`config.mk`:
```
export PLATFORM = sky130hd
export DESIGN_NAME = branch_flag_gen_flat
export DESIGN_NICKNAME = d
export VERILOG_FILES = /design/src/rtl/branch_flag_if.sv /design/src/rtl/branch_flag_gen.sv /design/src/flat_wrapper.sv
export SDC_FILE = /design/constraint.sdc
export NUM_CORES = 1
export LEC_CHECK = 0
export BUFFER_PORTS_ARGS = -buffer_cell sky130_fd_sc_hd__buf_4
export CAP_MARGIN = 20
export CORE_ASPECT_RATIO = 0.9
export CORE_MARGIN = 8
export CORE_UTILIZATION = 57
export DETAILED_ROUTE_END_ITERATION = 6
export GPL_ROUTABILITY_DRIVEN = 0
export GPL_TIMING_DRIVEN = 1
export PLACE_DENSITY_LB_ADDON = 0.2
export REMOVE_ABC_BUFFERS = 1
export SYNTH_ARGS = -nofsm -noshare
export SYNTH_HDL_FRONTEND = slang
export SYNTH_SLANG_ARGS = --single-unit
```
`constraint.sdc`:
```
create_clock -name clk -period 8.5 [get_ports clk]
set_input_delay 0 -clock clk [delete_from_list [all_inputs] [get_ports clk]]
set_output_delay 0 -clock clk [all_outputs]
set_load 0.01 [all_outputs]
```
`src/rtl/branch_flag_if.sv`:
```
// Handshake bundle for branch_flag_gen: decoded instruction and operands in,
// instruction plus Z/N/is_branch out. The master side drives inputs and consumes outputs.
interface branch_flag_if #(
  parameter int DATA_WIDTH = 32,
  parameter int CNT_WIDTH  = 16
);
  logic                  in_valid;
  logic                  in_ready;
  logic [31:0]           instr_in;
  logic [DATA_WIDTH-1:0] rs_val;
  logic [DATA_WIDTH-1:0] rt_val;
  logic                  flush;
  logic                  out_valid;
  logic                  out_ready;
  logic [31:0]           instr_out;
  logic                  Z;
  logic                  N;
  logic                  is_branch;
  logic [CNT_WIDTH-1:0]  branch_count;

  modport master (
    output in_valid, instr_in, rs_val, rt_val, flush, out_ready,
    input  in_ready, out_valid, instr_out, Z, N, is_branch, branch_count
  );

  modport slave (
    input  in_valid, instr_in, rs_val, rt_val, flush, out_ready,
    output in_ready, out_valid, instr_out, Z, N, is_branch, branch_count
  );
endinterface

```
`src/rtl/branch_flag_gen.sv`:
```
// Two-stage valid/ready pipeline producing Z/N branch flags aligned with the instruction.
// Optional BRANCH_FLAG_STATS_EN adds a wrapping count of emitted branch instructions.
module branch_flag_gen #(
  parameter int DATA_WIDTH = 32,
  parameter int CNT_WIDTH  = 16
) (
  input  logic         clk,
  input  logic         reset,
  branch_flag_if.slave bus
);
  localparam logic [5:0] OP_REGIMM = 6'b000001;
  localparam logic [5:0] OP_BEQ    = 6'b000100;
  localparam logic [5:0] OP_BNE    = 6'b000101;
  localparam logic [5:0] OP_BLEZ   = 6'b000110;
  localparam logic [5:0] OP_BGTZ   = 6'b000111;

  logic                  s1_valid;
  logic [31:0]           s1_instr;
  logic [DATA_WIDTH-1:0] s1_a;
  logic [DATA_WIDTH-1:0] s1_b;
  logic                  s1_br;

  logic                  s2_valid;
  logic [31:0]           s2_instr;
  logic                  s2_z;
  logic                  s2_n;
  logic                  s2_br;

  logic                  s2_free;
  logic                  xfer;
  logic                  in_ready_int;
  logic                  accept;

  logic [5:0]            opcode;
  logic [DATA_WIDTH-1:0] sel_a;
  logic [DATA_WIDTH-1:0] sel_b;
  logic                  sel_br;

  assign opcode = bus.instr_in[31:26];

  // Single-operand branches compare rs against zero.
  always_comb begin
    sel_a  = '0;
    sel_b  = '0;
    sel_br = 1'b0;
    case (opcode)
      OP_BEQ, OP_BNE: begin
        sel_a  = bus.rs_val;
        sel_b  = bus.rt_val;
        sel_br = 1'b1;
      end
      OP_BLEZ, OP_BGTZ, OP_REGIMM: begin
        sel_a  = bus.rs_val;
        sel_br = 1'b1;
      end
      default: ;
    endcase
  end

  assign s2_free      = !s2_valid || bus.out_ready;
  assign xfer         = s1_valid && s2_free;
  assign in_ready_int = !s1_valid || s2_free;
  assign accept       = bus.in_valid && in_ready_int;

  // Flush has priority over both an accept and a stage transfer.
  always_ff @(posedge clk or posedge reset) begin
    if (reset) begin
      s1_valid <= 1'b0;
      s2_valid <= 1'b0;
    end else if (bus.flush) begin
      s1_valid <= 1'b0;
      s2_valid <= 1'b0;
    end else begin
      if (accept)          s1_valid <= 1'b1;
      else if (xfer)       s1_valid <= 1'b0;
      if (xfer)            s2_valid <= 1'b1;
      else if (bus.out_ready) s2_valid <= 1'b0;
    end
  end

  always_ff @(posedge clk or posedge reset) begin
    if (reset) begin
      s1_instr <= '0;
      s1_a     <= '0;
      s1_b     <= '0;
      s1_br    <= 1'b0;
      s2_instr <= '0;
      s2_z     <= 1'b0;
      s2_n     <= 1'b0;
      s2_br    <= 1'b0;
    end else begin
      if (accept) begin
        s1_instr <= bus.instr_in;
        s1_a     <= sel_a;
        s1_b     <= sel_b;
        s1_br    <= sel_br;
      end
      if (xfer) begin
        s2_instr <= s1_instr;
        s2_z     <= s1_br && (s1_a == s1_b);
        s2_n     <= s1_br && ($signed(s1_a) < $signed(s1_b));
        s2_br    <= s1_br;
      end
    end
  end

  assign bus.in_ready  = in_ready_int;
  assign bus.out_valid = s2_valid;
  assign bus.instr_out = s2_instr;
  assign bus.Z         = s2_z;
  assign bus.N         = s2_n;
  assign bus.is_branch = s2_br;

`ifdef BRANCH_FLAG_STATS_EN
  logic [CNT_WIDTH-1:0] cnt;

  always_ff @(posedge clk or posedge reset) begin
    if (reset)
      cnt <= '0;
    else if (s2_valid && bus.out_ready && s2_br)
      cnt <= cnt + 1'b1;
  end

  assign bus.branch_count = cnt;
`else
  assign bus.branch_count = '0;
`endif
endmodule

```
`src/flat_wrapper.sv`:
```
// flat-port wrapper written by rule: the top's interface ports become plain ports
module branch_flag_gen_flat 
#(
  parameter int DATA_WIDTH = 32,
  parameter int CNT_WIDTH  = 16
)
  (clk, reset, bus_in_valid, bus_instr_in, bus_rs_val, bus_rt_val, bus_flush, bus_out_ready, bus_in_ready, bus_out_valid, bus_instr_out, bus_Z, bus_N, bus_is_branch, bus_branch_count);
  branch_flag_if #(.DATA_WIDTH(DATA_WIDTH), .CNT_WIDTH(CNT_WIDTH)) bus_i ();
  input  logic clk;
  input  logic reset;
  input wire logic [$bits(bus_i.in_valid)-1:0] bus_in_valid;
  input wire logic [$bits(bus_i.instr_in)-1:0] bus_instr_in;
  input wire logic [$bits(bus_i.rs_val)-1:0] bus_rs_val;
  input wire logic [$bits(bus_i.rt_val)-1:0] bus_rt_val;
  input wire logic [$bits(bus_i.flush)-1:0] bus_flush;
  input wire logic [$bits(bus_i.out_ready)-1:0] bus_out_ready;
  output wire logic [$bits(bus_i.in_ready)-1:0] bus_in_ready;
  output wire logic [$bits(bus_i.out_valid)-1:0] bus_out_valid;
  output wire logic [$bits(bus_i.instr_out)-1:0] bus_instr_out;
  output wire logic [$bits(bus_i.Z)-1:0] bus_Z;
  output wire logic [$bits(bus_i.N)-1:0] bus_N;
  output wire logic [$bits(bus_i.is_branch)-1:0] bus_is_branch;
  output wire logic [$bits(bus_i.branch_count)-1:0] bus_branch_count;
  assign bus_i.in_valid = bus_in_valid;
  assign bus_i.instr_in = bus_instr_in;
  assign bus_i.rs_val = bus_rs_val;
  assign bus_i.rt_val = bus_rt_val;
  assign bus_i.flush = bus_flush;
  assign bus_i.out_ready = bus_out_ready;
  assign bus_in_ready = bus_i.in_ready;
  assign bus_out_valid = bus_i.out_valid;
  assign bus_instr_out = bus_i.instr_out;
  assign bus_Z = bus_i.Z;
  assign bus_N = bus_i.N;
  assign bus_is_branch = bus_i.is_branch;
  assign bus_branch_count = bus_i.branch_count;
  branch_flag_gen #(.DATA_WIDTH(DATA_WIDTH), .CNT_WIDTH(CNT_WIDTH)) u_core (.clk(clk), .reset(reset), .bus(bus_i));
endmodule
```
==> results.cfg <==
[finish]
n_antenna_cell = 0
area.growth.synth_to_final_pct = 47.2
multi_input_area_um2 = 2160
fillCellCount = 489
final_common_cell = buf_4
final_util = 0.848
final_cell_mix = buf_4 (141), dfrtp_1 (134), dlygate4sd3_1 (100)
nets = 808
register_area_um2 = 3350
drive_gt1_frac = 0.353

[outcome]
status = completed

[route]
drcViolationCount = 0
dr_total_vias = 4428
finalWirelength_um = 16300
antenna_left = 0
drtIter0Drc = 292
routedWlPerCell_um = 20.0
vias_per_cell = 5.42
firstDrtPassIters = 5

[placement]
place_ws_ns = 6.39
post-dp-hpwl_um = 9040
io_buffers = 137

[sta]
fin_worst_skew_ns = 0.00908
slew_headroom = 0.251
tightest_slew_ns = 1.12
fin_crit_sh = 0.258
tns_ns = 0
fmax_mhz = 457
hold_viol = 0
layout_min_cycle_time_ns = 2.19
setup_viol = 0
rsz0062_at_grt = false
final-max-slew-violation-count = 0
worst_slack_ns = 6.31

[synth]
yosysUniqueCellTypes = 35
yosysSeqAreaShare = 0.578
yosys.area_share.simple = 0.0386
synth_top_area_frac = 0.578
yosys-top-cells-area = dfrtp_1 (58%), mux2_2 (12%), a22o_1 (9.7%)
syn_area_um2 = 5800
ys_ff_latch = 134
synth_area_leader_cell = dfrtp_1
synth_top_family_by_area = compound AO/OA/AOI/OAI gates
async_flop_share = 1.00
ys_warn_count = 0
synth_fa_ha_area_frac = 0.0690
synth_edf_count = 0
synth_xor_xnor_area_share = 0
synth_cells = 436
syn_area_per_cell_um2 = 13.3
synthFlopType = dfrtp_1
synth_compound_area_frac = 0.128
synth.area.mux_share = 0.124

[setup_path]
worstSetupPathType = reg -> reg
required_ns = 8.79
worst_ep_arrival_time_ns = 2.48
crit_path_end_kind = flip-flop
critPathMaxFanout = 98
cp-start-kind = flip-flop
worstRegToRegCells = 5

[floorplanning]
coreArea_um2 = 10100
die_x_um = 122
start_util = 0.576
die_area_um2 = 13700
io_pins = 154
die-height_um = 112
rows = 35

[pwr]
leakage_nw = 4.11
p_total_w = 0.00185
ir_drop_v = 0.000261
power_density_nw_per_um2 = 216

[global_route]
grt_antenna_before_repair = 0
grt_pass1_wl_um = 25900
grt_max_degree = 99
overflow = 0
grt_use_total = 0.245
grt_pass1_vias = 4993

[hold_path]
hold_class = in -> async

[cts]
cts_buffers = 17
htreeDepth = 4
clk_pin_slew_ns = 0.06
cts.sinks = 134
cts-root-buf = clkbuf_16
cts.path.max_buffers = 2
cts_tree = done
clkLatencyLatePin_ns = 0.41

[job]
max_cap_viol_count = 0
## cells by family (layout without fill, tap and decap cells)
group,count (synthesis),in the layout
other,1,16
muxes,64,64
DFF,134,134
AOI/OAI and AO/OA,95,95
adders and majority gates,32,32
buffers and inverters,71,308
and+or+nand+nor,39,39
## power breakdown
part / total [W] / leakage, nW / internal [W] / switching, W
combinational: 0.000283 / 2.06 / 0.000162 / 0.000121
clock: 0.000834 / 0.325 / 0.000559 / 0.000275
sequential: 0.000732 / 1.72 / 0.000696 / 0.0000354
## through the flow
stage          cells  hold WS, ns  instance area (um2)
5_1_grt          817        0.284                 8540
4_1_cts          817        0.222                 8540
2_1_floorplan    415       0.0664                 5630
6_report         817        0.220                 8540
3_5_place_dp     685        0.104                 6870
3_3_place_gp     685       0.0930                 6870
## worst paths after layout
path | from | slack (ns) | to
min in group clk | bus_flush | 0.31 | u_core.bus.out_valid$_DFFE_PP0P_
worst min-delay path | reset | 0.22 | u_core.bus.instr_out[22]$_DFFE_PP0P_
worst max register to register | u_core.bus.out_valid$_DFFE_PP0P_ | 6.31 | u_core.s1_instr[23]$_DFFE_PP0P_
max in group asynchronous | reset | 6.96 | u_core.s1_a[8]$_DFFE_PP0P_
worst max-delay path | u_core.bus.out_valid$_DFFE_PP0P_ | 6.31 | u_core.s1_instr[23]$_DFFE_PP0P_
worst min register to register | u_core.s1_instr[27]$_DFFE_PP0P_ | 0.48 | u_core.s1_instr[27]$_DFFE_PP0P_
## worst max-delay path, stage by stage, from the launching register on
cell,delay [ns]
dfrtp_1,0.35
nor2b_4,0.19
nand2_2,0.11
nand2_4,0.09
buf_4,0.84
mux2_2,0.43
## state kept, by name (all words and copies together) (netlist names)
register and cells:
u_core.bus.out_valid 1, u_core.s1_valid 1, u_core.s1_br 1, u_core.bus.N 1, u_core.s1_b 32, u_core.bus.instr_out 32, u_core.s1_a 32, u_core.s1_instr 32
u_core.bus.is_branch 1, u_core.bus.Z 1
## area by class of cell
cell class | instances | area share
multi-input cells | 246 | 0.253
inverters | 35 | 0.0160
clock inverters | 12 | 0.0262
repair buffers | 241 | 0.241
well taps | 129 | 0.0189
flip-flops and latches | 134 | 0.393
clock buffers | 20 | 0.0523
## cell usage after synthesis (all sizes together), types with 3 or more instances
library cell  instances
dfrtp               134
a22o                 64
mux2                 64
inv                  35
ha                   32
buf                  29
a21oi                16
nand2                13
clkbuf                7
nor2                  7
nand4                 6
o21ai                 5
a21o                  3
nand3                 3
## metal layers
metal  wire length, um  up-vias  share of wire  GRT usage
li1                  -     2018              -          -
met1              6360     2229           0.39      0.279
met2              8590      156           0.53      0.426
met3              1100       25          0.067     0.0759
met4               247        0          0.015     0.0755
met5                 0        -              0          0
## repair_timing
| action | 4_1_cts | 5_1_grt |
|---|---|---|
| setup buffers | 0 | 0 |
| hold endpoints to repair | 160 | 0 |
| gates resized for setup | 0 | 0 |
| hold buffers | 100 | 0 |
Power figures use the tool's default switching activity.
